[src/rtl/cu_sequencer_if.sv]
// Signal bundle between the LEGv8 multi-cycle sequencer and its datapath/control units.
// The sequencer side uses the master modport; the datapath/memory side uses slave.
interface cu_sequencer_if #(
    parameter int CNT_W = 16
);
    logic [31:0]      IR;
    logic [3:0]       sub_ns;
    logic             mem_access;
    logic             mem_ready;
    logic             halt_req;

    logic [3:0]       state;
    logic [2:0]       cw_sel;
    logic             IR_load;
    logic             PC_en;
    logic             fetch_req;
    logic             retired;
    logic             halted;
    logic             err;
    logic [CNT_W-1:0] instr_count;
    logic [1:0]       top_state;

    // A memory access is requested by fetch_req (FETCH) or mem_access (EXEC) and
    // completes on the first cycle where the request and mem_ready are both high;
    // until then the request stays asserted and the sequencer holds its state.
    modport master (
        input  IR, sub_ns, mem_access, mem_ready, halt_req,
        output state, cw_sel, IR_load, PC_en, fetch_req, retired, halted, err,
               instr_count, top_state
    );

    modport slave (
        output IR, sub_ns, mem_access, mem_ready, halt_req,
        input  state, cw_sel, IR_load, PC_en, fetch_req, retired, halted, err,
               instr_count, top_state
    );
endinterface

[src/rtl/cu_sequencer.sv]
// LEGv8 multi-cycle sequencer: FETCH -> DECODE -> EXEC per instruction, with stalls,
// retire counting and sticky halt/error. Define CU_SEQ_WATCHDOG_EN for the memory-wait watchdog.
module cu_sequencer #(
    parameter int CNT_W      = 16,
    parameter int MAX_EXEC   = 8,
    parameter int WDOG_LIMIT = 64
) (
    input  logic            clock,
    input  logic            reset,
    cu_sequencer_if.master  bus
);
    typedef enum logic [1:0] {
        TOP_FETCH  = 2'd0,
        TOP_DECODE = 2'd1,
        TOP_EXEC   = 2'd2,
        TOP_HALT   = 2'd3
    } top_t;

    localparam logic [2:0] CW_R     = 3'd0;
    localparam logic [2:0] CW_I     = 3'd1;
    localparam logic [2:0] CW_D     = 3'd2;
    localparam logic [2:0] CW_B     = 3'd3;
    localparam logic [2:0] CW_CB    = 3'd4;
    localparam logic [2:0] CW_BCOND = 3'd5;
    localparam logic [2:0] CW_FETCH = 3'd6;
    localparam logic [2:0] CW_IDLE  = 3'd7;

    localparam int EXW = $clog2(MAX_EXEC + 1);

    top_t             top_q, top_d;
    logic [3:0]       sub_q, sub_d;
    logic [EXW-1:0]   exec_cnt_q, exec_cnt_d;
    logic [2:0]       cls_q, cls_d;
    logic [CNT_W-1:0] cnt_q, cnt_d;
    logic             halted_q, halted_d;
    logic             err_q, err_d;

    logic [2:0]       cls_dec;
    logic             exec_stall;
    logic             retire_now;
    logic             fetch_done;
    logic             err_set;

    logic [2:0]       cw_sel;
    logic             fetch_req;
    logic             ir_load;
    logic             pc_en;
    logic             retired;

`ifdef CU_SEQ_WATCHDOG_EN
    localparam int WDW = $clog2(WDOG_LIMIT + 1);
    logic [WDW-1:0] wd_q, wd_d;
    logic           mem_wait;
`else
    localparam int unused_wdog_limit = WDOG_LIMIT;
`endif

    // Only the opcode field IR[31:21] takes part in classification.
    logic unused_ir;
    assign unused_ir = ^bus.IR[20:0];

    always_comb begin
        if (bus.IR[31:24] == 8'hF8 && !bus.IR[21])                  cls_dec = CW_D;
        else if (bus.IR[31:26] == 6'b000101)                        cls_dec = CW_B;
        else if (bus.IR[31:25] == 7'b1011010)                       cls_dec = CW_CB;
        else if (bus.IR[31:24] == 8'h54)                            cls_dec = CW_BCOND;
        else if (bus.IR[28:25] == 4'b0101 && bus.IR[23:21] == 3'b000) cls_dec = CW_R;
        else if (bus.IR[28:26] == 3'b100)                           cls_dec = CW_I;
        else                                                        cls_dec = CW_IDLE;
    end

    assign exec_stall = (top_q == TOP_EXEC) && bus.mem_access && !bus.mem_ready;
    assign retire_now = (top_q == TOP_EXEC) && !exec_stall && (bus.sub_ns == 4'd0);
    assign fetch_done = (top_q == TOP_FETCH) && !bus.halt_req && bus.mem_ready;

    // State register
    always_ff @(posedge clock) begin
        if (!reset) begin
            top_q      <= TOP_FETCH;
            sub_q      <= 4'd0;
            exec_cnt_q <= '0;
            cls_q      <= CW_IDLE;
            cnt_q      <= '0;
            halted_q   <= 1'b0;
            err_q      <= 1'b0;
`ifdef CU_SEQ_WATCHDOG_EN
            wd_q       <= '0;
`endif
        end else begin
            top_q      <= top_d;
            sub_q      <= sub_d;
            exec_cnt_q <= exec_cnt_d;
            cls_q      <= cls_d;
            cnt_q      <= cnt_d;
            halted_q   <= halted_d;
            err_q      <= err_d;
`ifdef CU_SEQ_WATCHDOG_EN
            wd_q       <= wd_d;
`endif
        end
    end

    // Next-state logic
    always_comb begin
        top_d      = top_q;
        sub_d      = sub_q;
        exec_cnt_d = exec_cnt_q;
        cls_d      = cls_q;
        cnt_d      = cnt_q;
        err_set    = 1'b0;

        case (top_q)
            TOP_FETCH: begin
                if (bus.halt_req)       top_d = TOP_HALT;
                else if (bus.mem_ready) top_d = TOP_DECODE;
            end
            TOP_DECODE: begin
                cls_d      = cls_dec;
                sub_d      = 4'd0;
                exec_cnt_d = '0;
                if (cls_dec == CW_IDLE) begin
                    top_d   = TOP_HALT;
                    err_set = 1'b1;
                end else begin
                    top_d = TOP_EXEC;
                end
            end
            TOP_EXEC: begin
                if (!exec_stall) begin
                    if (bus.sub_ns == 4'd0) begin
                        cnt_d = cnt_q + CNT_W'(1);
                        sub_d = 4'd0;
                        top_d = bus.halt_req ? TOP_HALT : TOP_FETCH;
                    end else begin
                        sub_d      = bus.sub_ns;
                        exec_cnt_d = exec_cnt_q + EXW'(1);
                        // The MAX_EXEC-th non-retiring step is an overrun.
                        if (exec_cnt_q == EXW'(MAX_EXEC - 1)) begin
                            top_d   = TOP_HALT;
                            err_set = 1'b1;
                        end
                    end
                end
            end
            default: begin
            end
        endcase

`ifdef CU_SEQ_WATCHDOG_EN
        mem_wait = ((top_q == TOP_FETCH) && !bus.halt_req && !bus.mem_ready) || exec_stall;
        wd_d     = '0;
        if (mem_wait && (top_d == top_q)) begin
            wd_d = wd_q + WDW'(1);
            if (wd_d == WDW'(WDOG_LIMIT)) begin
                top_d   = TOP_HALT;
                err_set = 1'b1;
            end
        end
`endif

        halted_d = halted_q | (top_d == TOP_HALT);
        err_d    = err_q | err_set;
    end

    // Output logic; the Mealy pulses are held low while reset is asserted.
    always_comb begin
        cw_sel    = CW_IDLE;
        fetch_req = 1'b0;
        ir_load   = 1'b0;
        pc_en     = 1'b0;
        retired   = 1'b0;
        case (top_q)
            TOP_FETCH: begin
                cw_sel    = CW_FETCH;
                fetch_req = 1'b1;
                ir_load   = reset && fetch_done;
                pc_en     = reset && fetch_done;
            end
            TOP_EXEC: begin
                cw_sel  = cls_q;
                retired = reset && retire_now;
            end
            default: begin
                cw_sel = CW_IDLE;
            end
        endcase
    end

    assign bus.state       = sub_q;
    assign bus.cw_sel      = cw_sel;
    assign bus.IR_load     = ir_load;
    assign bus.PC_en       = pc_en;
    assign bus.fetch_req   = fetch_req;
    assign bus.retired     = retired;
    assign bus.halted      = halted_q;
    assign bus.err         = err_q;
    assign bus.instr_count = cnt_q;
    assign bus.top_state   = top_q;
endmodule
[src/flat_wrapper.sv]
// flat-port wrapper written by rule: the top's interface ports become plain ports
module cu_sequencer_flat 
#(
    parameter int CNT_W      = 16,
    parameter int MAX_EXEC   = 8,
    parameter int WDOG_LIMIT = 64
)
  (clock, reset, bus_IR, bus_sub_ns, bus_mem_access, bus_mem_ready, bus_halt_req, bus_state, bus_cw_sel, bus_IR_load, bus_PC_en, bus_fetch_req, bus_retired, bus_halted, bus_err, bus_instr_count, bus_top_state);
  cu_sequencer_if #(.CNT_W(CNT_W)) bus_i ();
  input  logic clock;
  input  logic reset;
  input wire logic [$bits(bus_i.IR)-1:0] bus_IR;
  input wire logic [$bits(bus_i.sub_ns)-1:0] bus_sub_ns;
  input wire logic [$bits(bus_i.mem_access)-1:0] bus_mem_access;
  input wire logic [$bits(bus_i.mem_ready)-1:0] bus_mem_ready;
  input wire logic [$bits(bus_i.halt_req)-1:0] bus_halt_req;
  output wire logic [$bits(bus_i.state)-1:0] bus_state;
  output wire logic [$bits(bus_i.cw_sel)-1:0] bus_cw_sel;
  output wire logic [$bits(bus_i.IR_load)-1:0] bus_IR_load;
  output wire logic [$bits(bus_i.PC_en)-1:0] bus_PC_en;
  output wire logic [$bits(bus_i.fetch_req)-1:0] bus_fetch_req;
  output wire logic [$bits(bus_i.retired)-1:0] bus_retired;
  output wire logic [$bits(bus_i.halted)-1:0] bus_halted;
  output wire logic [$bits(bus_i.err)-1:0] bus_err;
  output wire logic [$bits(bus_i.instr_count)-1:0] bus_instr_count;
  output wire logic [$bits(bus_i.top_state)-1:0] bus_top_state;
  assign bus_i.IR = bus_IR;
  assign bus_i.sub_ns = bus_sub_ns;
  assign bus_i.mem_access = bus_mem_access;
  assign bus_i.mem_ready = bus_mem_ready;
  assign bus_i.halt_req = bus_halt_req;
  assign bus_state = bus_i.state;
  assign bus_cw_sel = bus_i.cw_sel;
  assign bus_IR_load = bus_i.IR_load;
  assign bus_PC_en = bus_i.PC_en;
  assign bus_fetch_req = bus_i.fetch_req;
  assign bus_retired = bus_i.retired;
  assign bus_halted = bus_i.halted;
  assign bus_err = bus_i.err;
  assign bus_instr_count = bus_i.instr_count;
  assign bus_top_state = bus_i.top_state;
  cu_sequencer #(.CNT_W(CNT_W), .MAX_EXEC(MAX_EXEC), .WDOG_LIMIT(WDOG_LIMIT)) u_core (.clock(clock), .reset(reset), .bus(bus_i));
endmodule
[config.mk]
export PLATFORM = sky130hd
export DESIGN_NAME = cu_sequencer_flat
export DESIGN_NICKNAME = d
export VERILOG_FILES = /design/src/rtl/cu_sequencer_if.sv /design/src/rtl/cu_sequencer.sv /design/src/flat_wrapper.sv
export SDC_FILE = /design/constraint.sdc
export NUM_CORES = 1
export LEC_CHECK = 0
export ABC_AREA = 1
export CORE_MARGIN = 2
export CORE_UTILIZATION = 50
export CTS_CLUSTER_SIZE = 40
export DETAILED_ROUTE_END_ITERATION = 12
export DONT_BUFFER_PORTS = 1
export PLACE_DENSITY = 0.68
export SLEW_MARGIN = 20
export SYNTH_ARGS = -nofsm -noshare
export SYNTH_HDL_FRONTEND = slang
export SYNTH_SLANG_ARGS = --single-unit
[constraint.sdc]
create_clock -name clock -period 3.1 [get_ports clock]
set_input_delay 0.62 -clock clock [delete_from_list [all_inputs] [get_ports clock]]
set_output_delay 0.62 -clock clock [all_outputs]
set_load 0.02 [all_outputs]
Word-level counts from Yosys, hierarchy flattened
Cells that the tools add are included.
{"block": "op_classes", "mux": 29, "addsub": 2, "bitwise": 3, "n_reduce_logical": 21, "eq_ne": 13}
{"operator": "two-way mux 3 bit", "count": 6}
{"operator": "adder 16 x 1 -> 16 bit, second input constant", "count": 1}
{"operator": "two-way mux 4 bit", "count": 4}
{"operator": "case mux 4 bit (2 select lines)", "count": 2}
{"operator": "two-way mux 2 bit", "count": 6}
{"operator": "logical AND 1 bit", "count": 10}
{"operator": "equality test 4 x 3 -> 1 bit, second input constant", "count": 2}
{"operator": "equality test 8 x 7 -> 1 bit, second input constant", "count": 1}
{"operator": "equality test 8 bit, second input constant", "count": 1}
{"operator": "two-way mux 1 bit", "count": 8}
{"operator": "equality test 7 bit, second input constant", "count": 1}
{"operator": "equality test 3 bit, second input constant", "count": 2}
{"operator": "equality test 6 x 3 -> 1 bit, second input constant", "count": 1}
{"operator": "case mux 2 bit (3 select lines)", "count": 1}
{"operator": "case mux 3 bit (2 select lines)", "count": 1}
{"operator": "AND reduction 3 bit", "count": 2}
{"operator": "adder 4 x 1 -> 4 bit, second input constant", "count": 1}
{"operator": "equality test 2 bit, second input constant", "count": 2}
{"operator": "logical NOT 1 bit", "count": 4}
{"operator": "logical NOT 4 bit", "count": 1}
{"operator": "!= test 2 bit, second input constant", "count": 2}
{"operator": "logical NOT 3 bit", "count": 1}
{"operator": "equality test 2 x 1 -> 1 bit, second input constant", "count": 1}
{"operator": "logical NOT 2 bit", "count": 1}
{"operator": "other kinds (5)", "count": 6}
{"block": "totals", "out_inout_bits": 31, "in_bits": 41, "regBits": 31, "wordCells": 75}

Logic depth before layout (Yosys ltp)
{"block": "logic_depth", "ltp_word": 12, "ltp_mapped": 13, "ltp_nobuf": 11}

Least setup slack after synthesis
OpenSTA, ideal clock, no wires.
{"block": "synth_timing", "kind": "register to output", "start": "register u_core.top_q[0] (netlist: u_core.bus.top_state[0])", "end": "output port bus_PC_en", "arrival_time_ns": 1.988, "path_stages_with_launch": 6, "setup_slack_ns": 0.492, "required_time_ns": 2.480, "path_buffers": 1, "path_cell_list": "dfxtp_1 > inv_1 > ha_1 > inv_1 > nor4_1 > buf_4"}
{"block": "synth_via", "elab_chain_len": 5}
{"element": "start, declared", "line": "cu_sequencer.sv:30", "text": "top_t top_q, top_d;"}
{"element": "start signal, assigned", "line": "cu_sequencer.sv:90", "text": "top_q <= top_d;"}
{"element": "logical NOT 2 bit (*)"}
{"element": "logical AND 1 bit (2 in series)", "line": "cu_sequencer.sv:74", "text": "assign fetch_done = (top_q == TOP_FETCH) && !bus.halt_req && bus.mem_ready;"}
{"element": "logical AND 1 bit"}
{"element": "two-way mux 1 bit (*)"}
{"element": "end, declared", "line": "flat_wrapper.sv:20", "text": "output wire logic [$bits(bus_i.PC_en)-1:0] bus_PC_en;"}
Mark *: on every way between the ends. The rest lies on a longest branch, timed or not.

Worst setup path after layout
{"block": "layout_timing", "start": "register u_core.top_q[0] (netlist: u_core.bus.top_state[0])", "end": "output port bus_retired"}
{"block": "layout_via", "elab_chain_len": 8}
{"element": "equality test 2 bit (*)", "line": "cu_sequencer.sv:72, cu_sequencer.sv:73, cu_sequencer.sv:172"}
{"element": "logical AND 1 bit (2 in series)", "line": "cu_sequencer.sv:72", "text": "assign exec_stall = (top_q == TOP_EXEC) && bus.mem_access && !bus.mem_ready;"}
{"element": "logical NOT 1 bit", "line": "cu_sequencer.sv:73", "text": "assign retire_now = (top_q == TOP_EXEC) && !exec_stall && (bus.sub_ns == 4'd0);"}
{"element": "logical AND 1 bit (2 in series)", "line": "cu_sequencer.sv:73"}
{"element": "logical AND 1 bit", "line": "cu_sequencer.sv:181", "text": "retired = reset && retire_now;"}
{"element": "two-way mux 1 bit (*)", "line": "cu_sequencer.sv:172", "text": "case (top_q)"}
{"element": "end, declared", "line": "flat_wrapper.sv:22", "text": "output wire logic [$bits(bus_i.retired)-1:0] bus_retired;"}
Marks and branches as above.

==> impl_metrics.env <==
export IMPL_finalClockSkew_ns=0.006128
export IMPL_drt_total_wl_um=3991
export IMPL_slew_headroom_pct=72.86
export IMPL_fin_tns_setup_ns=0
export IMPL_yosysSeqAreaShare_pct=34.04
export IMPL_worstMarginPinSlew_ns=0.4056
export IMPL_clock_path_buffers=2
export IMPL_ys_warnings_count=0
export IMPL_worstPathRequired_ns=2.48
export IMPL_syn_area_mm2=0.001823
export IMPL_cts_hold_buffers=0
export IMPL_hold_violations=0
export IMPL_chipHeight_um=64.38
export IMPL_critPathCaptureType="output pin"
export IMPL_initial_core_util_pct=53.37
export IMPL_setup_viol=0
export IMPL_synth_area_leaders="dfxtp_1 (34%), nand2_1 (13%), nor2_1 (7.2%)"
export IMPL_die_w_um=64.38
export IMPL_postLayoutCellArea_mm2=0.001928
export IMPL_hold_start="reset"
export IMPL_synth_edf_count=0
export IMPL_dp_slack_ns=0.7622
export IMPL_routedWlPerCell_um=12.36
export IMPL_synth_distinct_cells=30
export IMPL_synth_ff_latch_count=31
export IMPL_grt_max_degree=15
export IMPL_area_growth_pct=5.765
export IMPL_cts_buffers_inserted=5
export IMPL_dpl_hpwl_um=3046
export IMPL_timing_fmax_mhz=372.2
export IMPL_multi_input_area_mm2=0.001028
export IMPL_path_clk_slew_ns=0.09
export IMPL_cts_sinks=31
export IMPL_portBuffers=0
export IMPL_htree_levels=2
export IMPL_hold_path_depth=1
export IMPL_drive_above_1_share_pct=8.303
export IMPL_cp_max_fo=11
export IMPL_worstHoldPathType="input pin to register"
export IMPL_synthArstFlopShare_pct=0
export IMPL_rr_worst_depth=11
export IMPL_via_count=1678
export IMPL_cp_data_arrival_time_ns=2.07
export IMPL_syn_nets=319
export IMPL_synth_common_cells="nand2_1 (65), nor2_1 (35), inv_1 (34)"
export IMPL_drt_first_pass_iters=4
export IMPL_grt_pass1_wl_um=7113
export IMPL_fillCellCount=337
export IMPL_first_global_vias=1662
export IMPL_post_cts_buffers=0
export IMPL_synthesis_instances=272
export IMPL_cts_tree="built"
export IMPL_antenna_cells=0
export IMPL_vdd_drop_max_v=0.0004180
export IMPL_root_buffer="clkbuf_4"
export IMPL_status="completed"
export IMPL_grt_usage_pct=21.84
export IMPL_clock_latency_ns=0.32
export IMPL_ant_nets=0
export IMPL_nets=324
export IMPL_worst_setup_path_start_kind="register"
export IMPL_route_detailed_drc=0
export IMPL_min_period_ns=2.686
export IMPL_worstReg2RegStart="u_core.bus.top_state[0]"
export IMPL_seq_area_um2=620.6
export IMPL_cts_resized=0
export IMPL_die_area_mm2=0.004145
export IMPL_setup_slack_ns=0.4135
export IMPL_leakage_uw=0.0007814
export IMPL_overflow=0
export IMPL_total_power_uw=1219
export IMPL_synth_ff_type="dfxtp_1"
export IMPL_row_count=21
export IMPL_gp_congestion=0.8806
export IMPL_rsz0062_at_grt="no"
export IMPL_ios=72
export IMPL_drt_iter0_markers=104
export IMPL_core_area_mm2=0.003416
export IMPL_maxSlewViolCount=0
export IMPL_critPathLaunch="u_core.bus.top_state[0]"
export IMPL_avgSynthCellArea_um2=6.702
export IMPL_crit_type="register to output pin"
export IMPL_synth_top_cell_area_share_pct=34.04
export IMPL_yosysMostFrequentCell="nand2_1"
export IMPL_antenna_found_initial=0
export IMPL_synth_largest_area_cell="dfxtp_1"
export IMPL_power_density_mw_per_mm2=632.4
export IMPL_cap_violations=0
export IMPL_placed_cell_area_mm2=0.001872
export IMPL_fin_crit_sh_pct=86.66
export IMPL_vias_per_cell=5.195
## through the flow
| step | instances | hold slack [ns] | utilization (%) |
|---|---|---|---|
| final | 323 | 0.3676 | 56.45 |
| after global routing | 323 | 0.3552 | 56.45 |
| after global placement | 316 | 0.4447 | 54.80 |
| after floorplan | 272 | 0.4318 | - |
| after detailed placement | 316 | 0.4588 | 54.80 |
| after CTS | 323 | 0.3570 | 56.45 |
## worst max-delay path, cell delays in order, from the launching register on
cell	delay (ns)
dfxtp_1	0.51
inv_1	0.16
ha_1	0.27
nand3_4	0.11
nand2_4	0.06
nor2_4	0.09
inv_1	0.16
nor2_1	0.37
## power by group
| group | internal, uW | switching, uW | leakage [uW] |
|---|---|---|---|
| Sequential | 448 | 74.8 | 0.000251 |
| Combinational | 156 | 300 | 0.000496 |
| Clock | 105 | 135 | 0.0000341 |
| Total | 709 | 510 | 0.000781 |
## cell families after synthesis
family                     synth area share, %
and+or+nand+nor                          37.34
DFF                                      34.04
AOI/OAI and AO/OA                        12.70
adders and majority gates                4.118
xor gates and xnor gates                 1.922
buffers and inverters                    9.883
## placed cells by master (no fill, tap or decap), types with 2 or more instances in the layout
master | Yosys | final
a21oi_1 | 25 | 25
a31oi_1 | 2 | 2
buf_4 | 3 | 5
clkbuf_4 | 0 | 5
dfxtp_1 | 31 | 31
ha_1 | 6 | 6
inv_1 | 34 | 34
nand2_1 | 65 | 65
nand2_2 | 2 | 2
nand3_1 | 16 | 16
nand3b_1 | 3 | 3
nand4_1 | 6 | 6
nor2_1 | 35 | 35
nor2_2 | 2 | 2
nor2_4 | 2 | 2
nor3_1 | 10 | 10
o21ai_0 | 12 | 12
xnor2_1 | 3 | 3
## layout make-up
type,instances,share of cell area (%)
multi-input cells,200,53.34
clock inverters,1,0.2596
repair buffers,5,1.947
flip-flops and latches,31,32.19
clock buffers,6,2.661
inverters,34,6.619
well taps,46,2.985
## state kept, by name, summed over array words and instances (netlist names)
signal	count
u_core.bus.instr_count	16
u_core.bus.err	1
u_core.cls_q	3
u_core.bus.halted	1
u_core.bus.state	4
u_core.bus.top_state	2
u_core.exec_cnt_q	4
## worst paths after layout
path         slack (ns)                         to
min                0.37            u_core.cls_q[2]
max reg2reg        0.98  u_core.bus.instr_count[9]
min reg2reg        0.48       u_core.exec_cnt_q[2]
max                0.41                bus_retired
## per-layer routing
| metal | wire length, um | GRT usage (%) | share of wire [%] |
|---|---|---|---|
| met4 | 64 | 8.245 | 1.6 |
| met5 | 0 | 0 | 0 |
| met1 | 2004 | 29.66 | 50 |
| met3 | 289 | 6.866 | 7.2 |
| met2 | 1633 | 32.29 | 41 |
Note: power is estimated with default switching activity, not from simulation.
